`config.mk`:
```
export PLATFORM = sky130hd
export DESIGN_NAME = hand_unpack_flat
export DESIGN_NICKNAME = d
export VERILOG_FILES = /design/src/rtl/hand_unpack_pkg.sv /design/src/rtl/hand_unpack_if.sv /design/src/rtl/hand_unpack.sv /design/src/flat_wrapper.sv
export SDC_FILE = /design/constraint.sdc
export NUM_CORES = 1
export LEC_CHECK = 0
export ABC_AREA = 1
export BUFFER_PORTS_ARGS = -buffer_cell sky130_fd_sc_hd__clkbuf_2
export CAP_MARGIN = 20
export CORE_UTILIZATION = 49
export DETAILED_ROUTE_END_ITERATION = 6
export PLACE_DENSITY = 0.81
export SLEW_MARGIN = 10
export SYNTH_ARGS = -nofsm -noshare
export SYNTH_HDL_FRONTEND = slang
export SYNTH_SLANG_ARGS = --single-unit
```
`constraint.sdc`:
```
create_clock -name clk -period 2.6 [get_ports clk]
set_clock_uncertainty 0.1 [all_clocks]
set_input_delay 0.13 -clock clk [delete_from_list [all_inputs] [get_ports clk]]
set_output_delay 0.13 -clock clk [all_outputs]
set_load 0.02 [all_outputs]
```
`src/rtl/hand_unpack_pkg.sv`:
```
// ---------------------------------------------------------------------------
// hand_pkg
// Shared constants and types for the wide/narrow beat converters. The reader
// side (hand_unpack) and its writer-side packer counterpart both take their
// default beat widths from here, so the two always agree.
// No ports: package only.
// ---------------------------------------------------------------------------
package hand_pkg;

   // Default ingress (wide) and egress (narrow) beat widths in bits
   localparam int HAND_IN_WIDTH  = 128;
   localparam int HAND_OUT_WIDTH = 32;

   // IDLE: nothing held. EMIT: a wide beat is held and lanes are pending.
   typedef enum logic {
      IDLE = 1'b0,
      EMIT = 1'b1
   } handState_e;

endpackage

```
`src/rtl/hand_unpack_if.sv`:
```
// ---------------------------------------------------------------------------
// hand_unpack_if
// Bundles the ingress (wide) and egress (narrow) valid/ready channels of the
// unpacker into one interface.
//   in_valid/in_data/in_cnt/in_last/in_ready : wide ingress channel
//   out_valid/out_data/out_last/out_ready    : narrow egress channel
// Modports:
//   slave  : the unpacker's view (consumes ingress, produces egress)
//   master : the surrounding logic's view (produces ingress, consumes egress)
// ---------------------------------------------------------------------------
interface hand_unpack_if
   import hand_pkg::*;
#(
   parameter int IN_WIDTH  = HAND_IN_WIDTH,
   parameter int OUT_WIDTH = HAND_OUT_WIDTH
);

   localparam int RATIO  = IN_WIDTH / OUT_WIDTH;
   localparam int CNT_WD = $clog2(RATIO) + 1;

   logic                 in_valid;
   logic [IN_WIDTH-1:0]  in_data;
   logic [CNT_WD-1:0]    in_cnt;
   logic                 in_last;
   logic                 in_ready;
   logic                 out_valid;
   logic [OUT_WIDTH-1:0] out_data;
   logic                 out_last;
   logic                 out_ready;

   modport slave (
      input  in_valid, in_data, in_cnt, in_last, out_ready,
      output in_ready, out_valid, out_data, out_last
   );

   modport master (
      output in_valid, in_data, in_cnt, in_last, out_ready,
      input  in_ready, out_valid, out_data, out_last
   );

endinterface

```
`src/rtl/hand_unpack.sv`:
```
// ---------------------------------------------------------------------------
// hand_unpack
// Splits each accepted wide beat (IN_WIDTH bits) into up to RATIO narrow beats
// (OUT_WIDTH bits), lane 0 first, one narrow beat per cycle while the egress
// side is ready. Only the lowest "effective count" lanes are sent; out_last
// marks the final lane of a beat that carried in_last.
// Ports:
//   clk  : single clock, everything changes on its rising edge
//   rst  : synchronous active-high reset
//   bus  : hand_unpack_if.slave, ingress + egress valid/ready channels
// ---------------------------------------------------------------------------
module hand_unpack
   import hand_pkg::*;
#(
   parameter int IN_WIDTH  = HAND_IN_WIDTH,
   parameter int OUT_WIDTH = HAND_OUT_WIDTH
) (
   input logic        clk,
   input logic        rst,
   hand_unpack_if.slave bus
);

   localparam int RATIO  = IN_WIDTH / OUT_WIDTH;
   localparam int CNT_WD = $clog2(RATIO) + 1;
   localparam logic [CNT_WD-1:0] RATIO_CNT = CNT_WD'(RATIO);
   localparam logic [CNT_WD-1:0] ONE_CNT   = CNT_WD'(1);

   handState_e           r_state;
   logic [CNT_WD-1:0]    r_idx;
   logic [CNT_WD-1:0]    r_cnt;
   logic                 r_last;
   logic [IN_WIDTH-1:0]  r_data;
   logic                 r_outValid;
   logic                 r_outLast;
   logic [OUT_WIDTH-1:0] r_outData;

   logic [CNT_WD-1:0]    w_effCnt;
   logic [CNT_WD-1:0]    w_idxNext;
   logic                 w_atLast;
   logic                 w_inReady;
   logic                 w_accept;
   logic                 w_fire;
   logic [OUT_WIDTH-1:0] w_nextLane;

   // A count of zero, or one larger than the beat can hold, both mean
   // "every lane is valid".
   always_comb begin
      w_effCnt = bus.in_cnt;
      if (bus.in_cnt == '0 || bus.in_cnt > RATIO_CNT) begin
         w_effCnt = RATIO_CNT;
      end
   end

   // Handshake decode. A new wide beat may be taken either when nothing is
   // held, or in the very cycle the final held lane leaves, which is what
   // lets consecutive wide beats stream without a dead cycle.
   assign w_idxNext = r_idx + ONE_CNT;
   assign w_atLast  = (r_idx == r_cnt - ONE_CNT);
   assign w_inReady = (r_state == IDLE) || (bus.out_ready && w_atLast);
   assign w_accept  = bus.in_valid && w_inReady;
   assign w_fire    = r_outValid && bus.out_ready;

   // Lane multiplexer for the lane that follows the one currently on the
   // output; it is loaded into the output register when the current lane
   // is consumed, so out_data stays a plain flop.
   always_comb begin
      w_nextLane = '0;
      for (int k = 0; k < RATIO; k++) begin
         if (w_idxNext == CNT_WD'(k)) begin
            w_nextLane = r_data[k*OUT_WIDTH +: OUT_WIDTH];
         end
      end
   end

   // Control FSM with registered out_valid/out_last. Acceptance wins over the
   // "last lane consumed" return to IDLE, since both can happen together.
   // Reset throws away whatever lanes were still pending.
   always_ff @(posedge clk) begin
      if (rst) begin
         r_state    <= IDLE;
         r_idx      <= '0;
         r_cnt      <= RATIO_CNT;
         r_last     <= 1'b0;
         r_outValid <= 1'b0;
         r_outLast  <= 1'b0;
      end else if (w_accept) begin
         r_state    <= EMIT;
         r_idx      <= '0;
         r_cnt      <= w_effCnt;
         r_last     <= bus.in_last;
         r_outValid <= 1'b1;
         r_outLast  <= bus.in_last && (w_effCnt == ONE_CNT);
      end else if (w_fire) begin
         if (w_atLast) begin
            r_state    <= IDLE;
            r_outValid <= 1'b0;
            r_outLast  <= 1'b0;
         end else begin
            r_idx     <= w_idxNext;
            r_outLast <= r_last && (w_idxNext == r_cnt - ONE_CNT);
         end
      end
   end

   // Data path holding registers. These never need a reset: their contents
   // are only observed while r_outValid is set, and that is cleared by reset.
   always_ff @(posedge clk) begin
      if (w_accept) begin
         r_data    <= bus.in_data;
         r_outData <= bus.in_data[OUT_WIDTH-1:0];
      end else if (w_fire && !w_atLast) begin
         r_outData <= w_nextLane;
      end
   end

   assign bus.in_ready  = w_inReady;
   assign bus.out_valid = r_outValid;
   assign bus.out_data  = r_outData;
   assign bus.out_last  = r_outLast;

endmodule
```
`src/flat_wrapper.sv`:
```
// flat-port wrapper written by rule: the top's interface ports become plain ports
module hand_unpack_flat import hand_pkg::*;
#(
   parameter int IN_WIDTH  = HAND_IN_WIDTH,
   parameter int OUT_WIDTH = HAND_OUT_WIDTH
)
  (clk, rst, bus_in_valid, bus_in_data, bus_in_cnt, bus_in_last, bus_out_ready, bus_in_ready, bus_out_valid, bus_out_data, bus_out_last);
  hand_unpack_if #(.IN_WIDTH(IN_WIDTH), .OUT_WIDTH(OUT_WIDTH)) bus_i ();
  input logic clk;
  input logic rst;
  input wire logic [$bits(bus_i.in_valid)-1:0] bus_in_valid;
  input wire logic [$bits(bus_i.in_data)-1:0] bus_in_data;
  input wire logic [$bits(bus_i.in_cnt)-1:0] bus_in_cnt;
  input wire logic [$bits(bus_i.in_last)-1:0] bus_in_last;
  input wire logic [$bits(bus_i.out_ready)-1:0] bus_out_ready;
  output wire logic [$bits(bus_i.in_ready)-1:0] bus_in_ready;
  output wire logic [$bits(bus_i.out_valid)-1:0] bus_out_valid;
  output wire logic [$bits(bus_i.out_data)-1:0] bus_out_data;
  output wire logic [$bits(bus_i.out_last)-1:0] bus_out_last;
  assign bus_i.in_valid = bus_in_valid;
  assign bus_i.in_data = bus_in_data;
  assign bus_i.in_cnt = bus_in_cnt;
  assign bus_i.in_last = bus_in_last;
  assign bus_i.out_ready = bus_out_ready;
  assign bus_in_ready = bus_i.in_ready;
  assign bus_out_valid = bus_i.out_valid;
  assign bus_out_data = bus_i.out_data;
  assign bus_out_last = bus_i.out_last;
  hand_unpack #(.IN_WIDTH(IN_WIDTH), .OUT_WIDTH(OUT_WIDTH)) u_core (.clk(clk), .rst(rst), .bus(bus_i));
endmodule
```
Word level (Yosys, flattened, before mapping) --
Index checks and enable logic that the tools add are counted.
Word-level totals: register bits 169, input bits 136, output and inout port bits 35, word-level logic and storage cells 48
Cells by class: $add $sub $neg 2, $lt $le $gt $ge 1, equal/unequal tests 6, muxes and demuxes 13, bitwise logic cells 2, reductions and logical operators 17
Operators with widths (number):
- 2-to-1 mux 32 bit | 6
- == test 3 x 1 -> 1 bit (second input constant) | 2
- == test 3 x 2 -> 1 bit (second input constant) | 2
- == test 3 bit | 2
- logical AND 1 bit | 6
- zero test 3 bit | 2
- 2-to-1 mux 1 bit | 6
- nonzero test 2 bit | 3
- AND reduction 2 bit | 2
- adder 3 x 1 -> 3 bit (second input constant) | 1
- > comparator 3 bit (second input constant) | 1
- 2-to-1 mux 3 bit | 1
- subtractor 3 x 1 -> 3 bit (second input constant) | 1
- logical OR 1 bit | 2
- NOT 1 bit | 2
- OR reduction 2 bit | 1
- zero test 1 bit | 1

Logic depth before layout (Yosys ltp) --
Gate-level depths: netlist (run 1).
depth in word-level cells 8, mapped depth 13, gate-level depth less buffers 12

Least setup slack after synthesis (run 1) --
OpenSTA, ideal clock, no wires.
kind register to register, start point register u_core.r_cnt[0], end point register u_core.r_data[0] (enable), library setup time 399 ps, arrival time 2294 ps, setup slack -192 ps, cell stages (with the launch flop) 12, path buffers 1, cells stage by stage dfxtp_1 -> inv_2 -> ha_1 -> inv_1 -> nand2_1 -> nand2_1 -> nor2_2 -> nand3_2 -> nand2_4 -> nand2_2 -> inv_2 -> buf_4
On the way: cells in the longest elaborated chain, start to end 5
Ends and longest elaborated chain:
- start, declared | line hand_unpack.sv:30 | logic [CNT_WD-1:0] r_cnt;
- start signal, assigned | line hand_unpack.sv:89 | r_cnt <= w_effCnt;
- subtractor 3 x 1 -> 3 bit | line hand_unpack.sv:58 | assign w_atLast = (r_idx == r_cnt - ONE_CNT);
- == test 3 bit | line hand_unpack.sv:58
- logical AND 1 bit | line hand_unpack.sv:59 | assign w_inReady = (r_state == IDLE) || (bus.out_ready && w_atLast);
- logical OR 1 bit | line hand_unpack.sv:59
- net bus_in_ready | line flat_wrapper.sv:16 | output wire logic [$bits(bus_i.in_ready)-1:0] bus_in_ready;
- logical AND 1 bit | line hand_unpack.sv:60 | assign w_accept = bus.in_valid && w_inReady;
- net u_core.w_accept | line hand_unpack.sv:41 | logic w_accept;
- end signal, assigned | line hand_unpack.sv:109 | r_data <= bus.in_data;
- end, declared | line hand_unpack.sv:32 | logic [IN_WIDTH-1:0] r_data;
The timed path passes the listed nets, and every way through them passes these cells. A chain may end at the register's enable or synchronous reset.

Worst setup path after layout (run 1) --
start point register u_core.r_cnt[0], end point register u_core.r_outData[5], in the netlist u_core.bus.out_data[5] (data pin)
On the way: cells in the longest elaborated chain, start to end 6
Ends and longest elaborated chain:
- subtractor 3 x 1 -> 3 bit | line hand_unpack.sv:58
- == test 3 bit | line hand_unpack.sv:58
- logical AND 1 bit | line hand_unpack.sv:59
- logical OR 1 bit | line hand_unpack.sv:59
- logical AND 1 bit | line hand_unpack.sv:60
- 2-to-1 mux 32 bit | line hand_unpack.sv:108 | if (w_accept) begin
- end signal, assigned | line hand_unpack.sv:110 | r_outData <= bus.in_data[OUT_WIDTH-1:0];
- end signal, assigned | line hand_unpack.sv:112 | r_outData <= w_nextLane;
- end, declared | line hand_unpack.sv:35 | logic [OUT_WIDTH-1:0] r_outData;
No other way between the ends.

==> impl_results.md, run 1 <==
* CP startpoint: u_core.r_cnt[0]
* CP Capture Type: flip-flop
* Drt first pass iters at 5
* WS Path Type: reg -> reg
* Layout cells sized above 1 at 24.26%
* Max rail drop VDD at 0.5360 mV
* Area Overhead vs Synth at 41.58%
* Post-Place Setup Slack at 0.2876 ns
* Layout net count at 1111
* Power per Cell Area at 662.2 nW/um^2
* P_sw at 0.001709 W
* Max-slew violations at 0
* Worst hold path type: in -> reg
* Leakage at 4.462 nW
* Max stage delay on crit path at 0.36 ns
* Outcome: completed
* Top-area cell type share of the netlist area at 65.48%
* Layout Cells excl Fill at 1167
* Detailed router's first-iteration violation count at 543
* Grt total ovfl at 0
* Worst-path cell chain: inv_2 > ha_1 > inv_1 > nand2_1 > nand2_1 > nor2_2 > nand3_2 > nand2_4 > nand2_2 > inv_6 > buf_12 > nand2_1 > nand2_1
* Syn nets at 803
* Cells after synthesis at 660
* Post-synthesis cell type count at 27
* Tcrit/Tclk final at 90.57%
* Min-delay src: bus_out_ready
* H-tree lvl count at 4
* Most frequent cells in the layout: nand2_1, clkbuf_2, edfxtp_1
* CP max FO at 32
* Initial Utilization at 50.29%
* Vias in the first global route at 6076
* Most frequent CP cell: nand2_1
* Hold Vio Cnt, Final at 0
* Width of the chip at 124.4 um
* Pin count of the biggest net entering global routing at 42
* Unrepaired setup endpoints after global routing: false
* Routed WL at 20450 um
* CTS Buffer Depth at 2
* Cell family with the largest share of critical-path delay: simple AND/OR/NAND/NOR gates
* Clock power share at 38.9%
* Post-synth top area cell: edfxtp_1
* Required @ worst endpoint at 2.80 ns
* Clock sinks at 169
* Post-CTS setup buffer count at 0
* Clock transition at path regs at 0.07 ns
* Setup violations, final at 0
* GRT Total Usage at 26.80%
* Hold Buf Count CTS at 134
* Sequential fraction of design power at 48.1%
* First-pass GRT wire length at 31280 um
* CTS root buf: clkbuf_16
* Mean Syn Cell Area at 11.12 sq um
* Yosys reg bits at 169
* Reg2Reg Launch Point: u_core.r_cnt[0]
* CP max-delay cell: dfxtp_1
* Critical path data arrival time at 2.56 ns
* Period minus WS final at 2.355 ns
* Ports at 171
* Post-DR wirelength/cell at 17.52 um
* Synth top area cells: edfxtp_1, nand2_1, nand3_1, nand3b_1, dfxtp_1
* Post-Route Setup TNS at 0 ns
* Worst path buffer plus inverter count at 4
* Placed Cells incl. Taps at 999
* Initial antenna violation count at 2
* Max_cap viols at 0
* Post-Route Utilization at 71.20%
* CTS Buf Count at 17
* Max frequency at 0.4247 GHz
* DRC at 0
* Comb pwr share at 13.0%
* Post-detailed-route count of antenna-violating nets at 0
* Slew HR at 66.07%
* Cell Int Power at 0.005169 W
* Most common library cell in the layout ignoring fill and taps: nand2_1
* GPL Wtd Cong at 0.8646
* Worst Max-Slew Pin Slew at 0.5077 ns
* CTS tree: yes
* Die footprint at 15470 sq um
* Vias/cell at 5.254
* Port Buffers at 170
* Detailed Place HPWL at 10590 um
* Core area at 14590 sq um
* Worst skew pair latency at 0.44 ns
* Synth warn at 0
* Die Y at 124.4 um
* Sw Ratio at 24.85%
* Placement Rows at 44
* Post-synthesis sequential area ratio at 67.94%
* Setup ws final at 0.2452 ns
* Via count at 6131
* Mapped Area at 7337 sq um
* Post-CTS Resized at 0
* Startpoint Class: flip-flop
[logic make-up (layout without fill, tap and decap cells)]
family,count (synthesis),in the layout,synth area share [%]
AND/OR/NAND/NOR,420,420,26.47
flip-flops,169,169,67.94
buffers and inverters,59,380,4.007
adder cells (fa/ha/maj),7,7,1.194
AO/OA/AOI/OAI,4,4,0.2727
XOR/XNOR,1,1,0.1194
other,0,2,0
[area by class of cell]
class / instances / area [sq um]
sequential: 169 / 4985
inverter: 23 / 91.34
clock buffer: 17 / 425.4
timing repair buffer: 325 / 2400
multi-input combinational: 432 / 2061
clock inverter: 15 / 190.2
fill: 944 / 4202
tap: 184 / 230.2
antenna: 2 / 5.005
[Yosys cell counts]
cell / instances
nand2_1: 231
edfxtp_1: 160
nand3_1: 109
nand3b_1: 31
or2_1: 27
inv_1: 19
buf_2: 12
buf_4: 9
dfxtp_1: 9
ha_1: 7
nor2_1: 7
clkbuf_1: 6
buf_1: 5
or2_2: 5
inv_2: 4
a21oi_1: 3
buf_6: 3
nand2_2: 3
nand4_1: 2
and2_1: 1
clkbuf_2: 1
nand2_4: 1
nand3_2: 1
nor2_2: 1
nor3_1: 1
o21ai_0: 1
xor2_1: 1
[tightest hold or removal path: cells and delay by family]
kind                   cells  cell delay [ns]
AO/OA/AOI/OAI              1             0.07
AND/OR/NAND/NOR            2             0.20
buffers and inverters      1             0.10
[power groups by stage]
stage	sequential, W	clock, W	combinational [W]
6_report	0.00331	0.00268	0.000892
5_1_grt	0.00332	0.00280	0.000967
4_1_cts	0.00330	0.00267	0.000867
3_5_place_dp	0.00336	0	0.000706
3_3_place_gp	0.00336	0	0.000689
2_1_floorplan	0.00343	0	0.000336
[sequential cells by signal, indices dropped and copies added, names as in the netlist]
name,flops
u_core.bus.out_data,32
u_core.bus.out_last,1
u_core.r_cnt,3
u_core.r_data,128
u_core.r_idx,3
u_core.r_last,1
u_core.r_state,1
[through the flow]
step | hold WS [ns] | total power, W | cell area (sq um)
final | 0.009314 | 0.006878 | 10390
after global routing | 0.02450 | 0.007088 | 10390
after CTS | 0.006087 | 0.006838 | 10380
after detailed placement | 0.2086 | 0.004061 | 8426
after global placement | 0.2085 | 0.004044 | 8426
after floorplan | 0.09907 | 0.003762 | 7343
[worst paths after layout]
| kind | slack, ns | cells past startpoint | endpoint |
|---|---|---|---|
| setup reg to reg | 0.25 | 13 | u_core.bus.out_data[5] |
| hold / removal | 0.009 | 4 | u_core.r_state |
| setup / recovery | 0.25 | 13 | u_core.bus.out_data[5] |
| hold reg to reg | 0.37 | 2 | u_core.r_last |
[per-layer routing]
layer	part of all wire (%)	global-route usage, %	routed length, um
met5	0	0	0
met1	39	31.03	7897
met2	52	46.44	10600
met4	3.1	13.54	634
met3	6.5	6.186	1324
(Power assumes the default switching activity.)
==> inputs of run 2 (changes only) <==
CORE_UTILIZATION = 30   (was 49)
PLACE_DENSITY = 0.55   (was 0.81)
clock period = 2 ns   (was 2.6 ns; I/O delays follow)
==> run 2 against run 1 <==
Effect of this change:
- combinational power up 50%
- largest power group unchanged
- first-iteration DRC count down 42%
- the flow now finishes with violations (negative setup slack)
- global-route usage down 11 points
- utilization down 25 points
- worst setup slack worse by 0.26 ns
- via count down 3.6%
- clock-buffer cell count unchanged
- highest routed layer unchanged
==> impl_results.md, run 2 (synthesis results as in run 1) <==
* Outcome: complete, but fails checks
* Failing checks: negative setup slack
* Post-DR wirelength/cell at 15.76 um
* Port Buffers at 170
* GRT Total Usage at 16.07%
* Placement Rows at 56
* Max reg flops at 128
* Pin count of the biggest net entering global routing at 43
* Leakage at 4.643 nW
* Max rail drop VDD at 0.4711 mV
* GPL Wtd Cong at 0.7545
* Routed WL at 20790 um
* Sequential fraction of design power at 48.4%
* Setup ws final at -0.01517 ns
* CP max FO at 8
* Unrepaired setup endpoints after global routing: true
* Comb pwr share at 15.2%
* Clock sinks at 169
* Setup violations, final at 9
* Post-Place Setup Slack at -0.04044 ns
* CTS tree: yes
* Hold Slack at 0.05695 ns
* Core area at 23750 sq um
* CP max-delay cell: dfxtp_2
* Slew HR at 70.25%
* Most flops, register: u_core.r_data
* Overall Power at 0.008860 W
* CTS Buf Count at 17
* Layout cells sized above 1 at 27.90%
* Most common library cell in the layout ignoring fill and taps: nand2_1
* Ant. Diodes at 0
* Startpoint Class: flip-flop
* Area Overhead vs Synth at 50.58%
* Layout net count at 1130
* Min-delay src: bus_out_ready
* Post-Route Setup TNS at -0.09246 ns
* Die Y at 158.4 um
* Most frequent cells in the layout: nand2_1, clkbuf_2, edfxtp_1
* Period minus WS final at 2.015 ns
* CTS Buffer Depth at 2
* Reg2Reg Launch Point: u_core.r_cnt[0]
* Hold Vio Cnt, Final at 0
* Via count at 5911
* Critical path data arrival time at 2.05 ns
* Cell family with the largest share of critical-path delay: simple AND/OR/NAND/NOR gates
* Worst skew pair latency at 0.42 ns
* Cell Int Power at 0.006520 W
* Worst-path cell chain: inv_2 > ha_4 > inv_2 > nand2_2 > nand2_2 > nor2_4 > nand3_2 > nand2_4 > nand2_8 > buf_12 > nand2_8 > clkbuf_16
* Post-detailed-route count of antenna-violating nets at 0
* Sw Ratio at 26.41%
* Max frequency at 0.4962 GHz
* Tcrit/Tclk final at 100.8%
* Die footprint at 25090 sq um
* P_sw at 0.002340 W
* Width of the chip at 158.4 um
* Clock transition at path regs at 0.07 ns
* Worst path buffer plus inverter count at 4
* CTS root buf: clkbuf_16
* Ports at 171
* Power per Cell Area at 801.9 nW/um^2
* CP Capture Type: flip-flop
* Vias in the first global route at 5622
* WS Path Type: reg -> reg
* Max stage delay on crit path at 0.34 ns
* Worst hold path type: in -> reg
* Required @ worst endpoint at 2.04 ns
* Clock power share at 36.4%
* Detailed router's first-iteration violation count at 317
* Grt total ovfl at 0
* Initial Utilization at 30.89%
* Drt first pass iters at 4
* Final instance area at 11050 sq um
* First-pass GRT wire length at 30130 um
* DRC at 0
* CP startpoint: u_core.r_cnt[0]
* Max-slew violations at 0
* Initial antenna violation count at 0
* Detailed Place HPWL at 12320 um
* Worst Max-Slew Pin Slew at 0.4463 ns
* Max_cap viols at 0
* Area after DPL at 8807 sq um
* Vias/cell at 4.481
* H-tree lvl count at 4
## run 2: path summary, 6_finish.rpt
check                                                to  slack (ns)  depth (start not counted)
worst min-delay path                u_core.bus.out_last        0.06                          6
worst min register to register            u_core.r_last        0.38                          2
worst max register to register  u_core.bus.out_data[14]       -0.02                         12
worst max-delay path            u_core.bus.out_data[14]       -0.02                         12
## run 2: area by class of cell
type | instances | area [sq um]
clock buffer | 17 | 425.4
inverter | 23 | 98.84
tap | 319 | 399.1
clock inverter | 15 | 156.4
fill | 2136 | 12700
sequential | 169 | 4987
timing repair buffer | 344 | 2820
multi-input combinational | 432 | 2161
## run 2: stage by stage
stage	std cells	utilization [%]
final	1319	46.51
after global routing	1319	46.51
after CTS	1309	45.39
after detailed placement	1142	37.08
after global placement	1142	37.08
after floorplan	660	-
## run 2: per-layer routing
metal / global-route usage, % / vias to the layer above / routed length (um)
li1: - / 2923 / -
met1: 20.85 / 2803 / 9295
met2: 26.90 / 168 / 10330
met3: 3.647 / 17 / 943
met4: 4.258 / 0 / 219
met5: 0 / - / 0
## run 2: worst register-to-register path, stage by stage, from the launching register on
cell,delay (ns)
dfxtp_2,0.34
inv_2,0.05
ha_4,0.27
inv_2,0.04
nand2_2,0.07
nand2_2,0.07
nor2_4,0.11
nand3_2,0.08
nand2_4,0.10
nand2_8,0.08
buf_12,0.15
nand2_8,0.10
clkbuf_16,0.17
## run 2: what timing repair did
item / in CTS / in global routing
pin swaps: 1 / 5
resized for setup: 9 / 22
hold endpoints to repair: 166 / 0
hold buffers: 133 / 0
buffers inserted: 2 / 2
setup endpoints to repair: 120 / 195
cloned: 0 / 8
## run 2: power by group through the flow
stage	Clock (W)	Sequential [W]	Combinational, W
floorplan	0	0.00445	0.000459
global placement	0	0.00437	0.00100
detailed placement	0	0.00437	0.00102
CTS	0.00332	0.00429	0.00124
global route	0.00345	0.00431	0.00147
finish	0.00323	0.00429	0.00134
